`src/rtl/data_delay_line.sv`:
```
// ============================================================================
// data_delay_line : multi-channel runtime-programmable delay line with valid
//                   tracking, clock-enable stall and synchronous flush
// Revision        : 1.0
// ============================================================================
`default_nettype none

module data_delay_line #(
  parameter int MAX_LATENCY = 8,
  parameter int IWIDTH      = 8,
  parameter int NCH         = 1,
  parameter int DEFAULT_LAT = 1,
  parameter int LAT_W       = $clog2(MAX_LATENCY + 1)
) (
  input  logic                  clk,
  input  logic                  rstn,
  input  logic                  ce,
  input  logic                  flush,
  input  logic [LAT_W-1:0]      lat_sel,
  input  logic                  ivalid,
  input  logic [NCH*IWIDTH-1:0] idata,
  output logic                  ovalid,
  output logic [NCH*IWIDTH-1:0] odata,
  output logic                  busy,
  output logic                  lat_err
);

  localparam int c_DW = NCH * IWIDTH;

  logic [c_DW-1:0]        r_data [1:MAX_LATENCY];
  logic [MAX_LATENCY:1]   r_vld;
  logic [LAT_W-1:0]       r_lat_q;
  logic                   r_lat_err;

  logic                   w_over;
  logic [LAT_W-1:0]       w_lat_eff;
  logic                   w_lat_chg;
  logic [c_DW-1:0]        w_odata;
  logic                   w_ovalid;
  logic                   w_busy;

  assign w_over    = (lat_sel > LAT_W'(MAX_LATENCY));
  assign w_lat_eff = w_over ? LAT_W'(MAX_LATENCY) : lat_sel;
  assign w_lat_chg = (w_lat_eff != r_lat_q);

  always_ff @(posedge clk or negedge rstn) begin
    if (!rstn) begin
      for (int k = 1; k <= MAX_LATENCY; k++) begin
        r_data[k] <= '0;
      end
      r_vld     <= '0;
      r_lat_q   <= LAT_W'(DEFAULT_LAT);
      r_lat_err <= 1'b0;
    end else begin
      if (w_lat_chg) begin
        r_lat_q <= w_lat_eff;
      end

      if (flush) begin
        r_lat_err <= 1'b0;
      end else if (w_over) begin
        r_lat_err <= 1'b1;
      end

      // A latency change invalidates everything in flight, including this cycle's input
      if (flush || w_lat_chg) begin
        r_vld <= '0;
      end else if (ce) begin
        r_vld[1] <= ivalid;
        for (int k = 2; k <= MAX_LATENCY; k++) begin
          r_vld[k] <= r_vld[k-1];
        end
      end

      // Flush dominates ce: data stays put so the stages are frozen for that cycle
      if (ce && !flush) begin
        r_data[1] <= idata;
        for (int k = 2; k <= MAX_LATENCY; k++) begin
          r_data[k] <= r_data[k-1];
        end
      end
    end
  end

  always_comb begin
    w_odata  = idata;
    w_ovalid = ce & ivalid;
    w_busy   = 1'b0;
    for (int k = 1; k <= MAX_LATENCY; k++) begin
      if (r_lat_q == LAT_W'(k)) begin
        w_odata  = r_data[k];
        w_ovalid = ce & r_vld[k];
      end
      if (LAT_W'(k) <= r_lat_q) begin
        w_busy = w_busy | r_vld[k];
      end
    end
  end

  assign odata   = w_odata;
  assign ovalid  = w_ovalid;
  assign busy    = w_busy;
  assign lat_err = r_lat_err;

endmodule

`default_nettype wire
```
`config.mk`:
```
export PLATFORM = sky130hd
export DESIGN_NAME = data_delay_line
export DESIGN_NICKNAME = d
export VERILOG_FILES = /design/src/rtl/data_delay_line.sv
export SDC_FILE = /design/constraint.sdc
export NUM_CORES = 1
export LEC_CHECK = 0
export ABC_AREA = 1
export BUFFER_PORTS_ARGS = -buffer_cell sky130_fd_sc_hd__buf_2
export CAP_MARGIN = 20
export CORE_UTILIZATION = 45
export DETAILED_ROUTE_END_ITERATION = 8
export SETUP_SLACK_MARGIN = 0.5
export SKIP_LAST_GASP = 1
export SYNTH_ARGS = -nofsm -noshare
export SYNTH_HDL_FRONTEND = slang
export SYNTH_SLANG_ARGS = --single-unit
```
`constraint.sdc`:
```
create_clock -name clk -period 1.8 [get_ports clk]
set_clock_uncertainty 0.15 [all_clocks]
set_input_delay 0.09 -clock clk [delete_from_list [all_inputs] [get_ports clk]]
set_output_delay 0.09 -clock clk [all_outputs]
set_load 0.005 [all_outputs]
```
==> impl_metrics.tcl <==
set metrics [dict create \
    drt_pass1_iterations 4 \
    fmax_mhz 449 \
    antenna_found_initial 0 \
    clk_latency_ps 350 \
    worst_pin_slew_ps 547 \
    drc 0 \
    syn_area_per_cell_um2 7.48 \
    ys_seq_area_share_pct 48.8 \
    die_area_um2 9170 \
    cts_tree "yes" \
    yosysWarningCount 0 \
    top_usage_layer "met2" \
    clk_pin_slew_ps 80 \
    final_antenna_net_count 0 \
    grt_pass1_vias 3260 \
    nNetsFinal 609 \
    overflow 0 \
    h-tree-depth 3 \
    antenna_cells 0 \
    portBuffers 27 \
    met3_usage_pct 3.08 \
    violations "hold timing, setup timing" \
    clockBufferDepth 2 \
    total_power_mw 4.41 \
    criticalPathCategory "reg2out" \
    wirelength_um 9450 \
    wl_per_cell_um 13.5 \
    ys_seq_elements 77 \
    setup_viol 10 \
    hold_class "in2reg" \
    gr-usage-met1_pct 33.5 \
    critical_path.endpoint_type "output port" \
    critPathLaunchType "flop" \
    slew_viol_final 0 \
    ys_types 28 \
    dp_cells 664 \
    gr-usage-all-layers_pct 23.2 \
    finalCriticalPeriod_ps 2230 \
    drtIter0Drc 162 \
    hold_violations 3 \
    status "complete, but fails checks" \
    timing.max_cap.violations 0 \
    design.core.area_um2 8340 \
    clockRootBuffer "clkbuf_8" \
    rows 33 \
    vias_per_cell 4.97 \
    cts_sinks 77 \
    grt_max_degree 53 \
    numCtsBuffers 9 \
    netlist_area_um2 3960 \
    io_pins 28 \
    fp.dieH_um 95.8 \
    syn_nets 546 \
    cp_max_fo 7 \
    critPathRequiredTime_ps 1560 \
    grt_pass1_wl_um 16200 \
    cts_hold_buf 12 \
    syn_to_final_growth_pct 26.8 \
    ir_drop_mv 0.490 \
    stdcell_count 702 \
    layout_commonest_cell "nand2_1" \
    setup_ws_ps -428 \
    syn_inst 529 \
    die_w_um 95.8 \
    drive_above_1_share_pct 23.1 \
    dp_hpwl_um 6390 \
    initial_core_util_pct 47.4 \
    grtUsageMet2_pct 35.8 \
    whs_ps -159 \
    powerDensity_nw_per_um2 880 \
    num_vias 3486 \
    grt_setup_unrepaired "true" \
    arrival_ps 1990 \
    slew_headroom_pct 63.5 \
    period_share_pct 124 \
    gp_congestion 0.790 \
    layout_common_cells "142 x nand2_1, 74 x dfrtp_1, 72 x inv_1" \
    leakage_nw 2.58 \
]
## cell usage after synthesis
cell / instances / area, µm²
o21ai_1: 6 / 30.0
nand3_1: 32 / 160
xor2_1: 1 / 8.76
buf_4: 2 / 15.0
clkinv_1: 1 / 3.75
buf_2: 7 / 35.0
inv_2: 3 / 11.3
nand4_1: 1 / 6.26
o2111ai_1: 1 / 8.76
clkbuf_1: 9 / 33.8
nand3_2: 1 / 10.0
a21oi_1: 30 / 150
mux2_2: 6 / 67.6
a211o_1: 1 / 8.76
dfstp_2: 1 / 26.3
buf_6: 3 / 33.8
nor2_4: 2 / 22.5
o22ai_1: 1 / 6.26
dfrtp_1: 76 / 1900
nand2_2: 1 / 6.26
nor2_1: 33 / 124
nand2_1: 155 / 582
o211ai_1: 5 / 37.5
inv_1: 76 / 285
o21ai_0: 69 / 345
nor2_2: 3 / 18.8
buf_1: 2 / 7.51
xnor2_1: 1 / 8.76
## stage by stage
step | utilization (%) | hold WS [ps] | setup TNS, ps | cell area (µm²) | setup slack (ps)
floorplan | - | -356 | 0 | 4010 | 214
global placement | 52.6 | -120 | -626 | 4390 | -116
detailed placement | 52.6 | -121 | -850 | 4390 | -148
CTS | 59.3 | -178 | -4130 | 4950 | -436
global route | 60.1 | -152 | -5360 | 5010 | -566
finish | 60.1 | -159 | -3980 | 5010 | -428
## worst paths after layout
path	startpoint	cells after the start	slack (ps)	endpoint
max	r_lat_q[3]	13	-430	odata[2]
min	lat_sel[0]	3	-160	r_lat_q[0]
max reg2reg	r_lat_q[3]	9	110	r_vld[1]
min reg2reg	r_data[20]	2	340	r_data[20]
max in group asynchronous	rstn	3	880	r_data[55]
min in group asynchronous	rstn	2	30	lat_err
## cell families (layout without fill, tap and decap cells)
logic type | after synthesis | count (layout) | synth area share [%]
AO/OA/AOI/OAI | 113 | 113 | 14.8
XOR/XNOR | 2 | 2 | 0.443
buffers and inverters | 103 | 169 | 10.8
flip-flops | 77 | 77 | 48.8
multiplexers | 6 | 6 | 1.71
AND/OR/NAND/NOR | 228 | 230 | 23.5
## routing by layer
metal  share of wire [%]  wire [µm]
met1                  51       4800
met2                  45       4260
met3                 2.4        228
met4                 1.7        163
met5                   0          0
## power by group
part	internal (mW)	switching [mW]
Clock	0.717	0.665
Combinational	0.359	0.487
Sequential	2.01	0.176
## cell type report
cell class              instances  area (µm²)
fillers                       748        3330
repair buffers                 73         613
well taps                     105         131
inverters                      80         308
clock inverters                 5        56.3
flip-flops and latches         77        1930
clock buffers                  11         151
multi-input cells             351        1820
## flip-flops by register name, summed over array words and instances, names as in the netlist
register / flops
lat_err: 1
r_data: 64
r_lat_q: 4
r_vld: 8
## critical path: stages (launching register included)
cell and delay [ps]:
dfrtp_2 450, nor2_4 130, buf_12 140, clkbuf_4 180
o211ai_1 140, nand2_2 110, nand2_1 60, nand2_1 60
nand2_1 50, nand2_1 50, nand2_1 60, nand2_1 60
nand2_1 40, buf_2 110
## timing repair
item / in CTS / in global routing
gates cloned: 5 / 0
resized for setup: 43 / 17
pin swaps: 25 / 26
setup buffers: 4 / 1
endpoints found under the hold margin: 98 / 3
endpoints found under the setup margin: 18 / 18
Power figures use the tool's default switching activity.
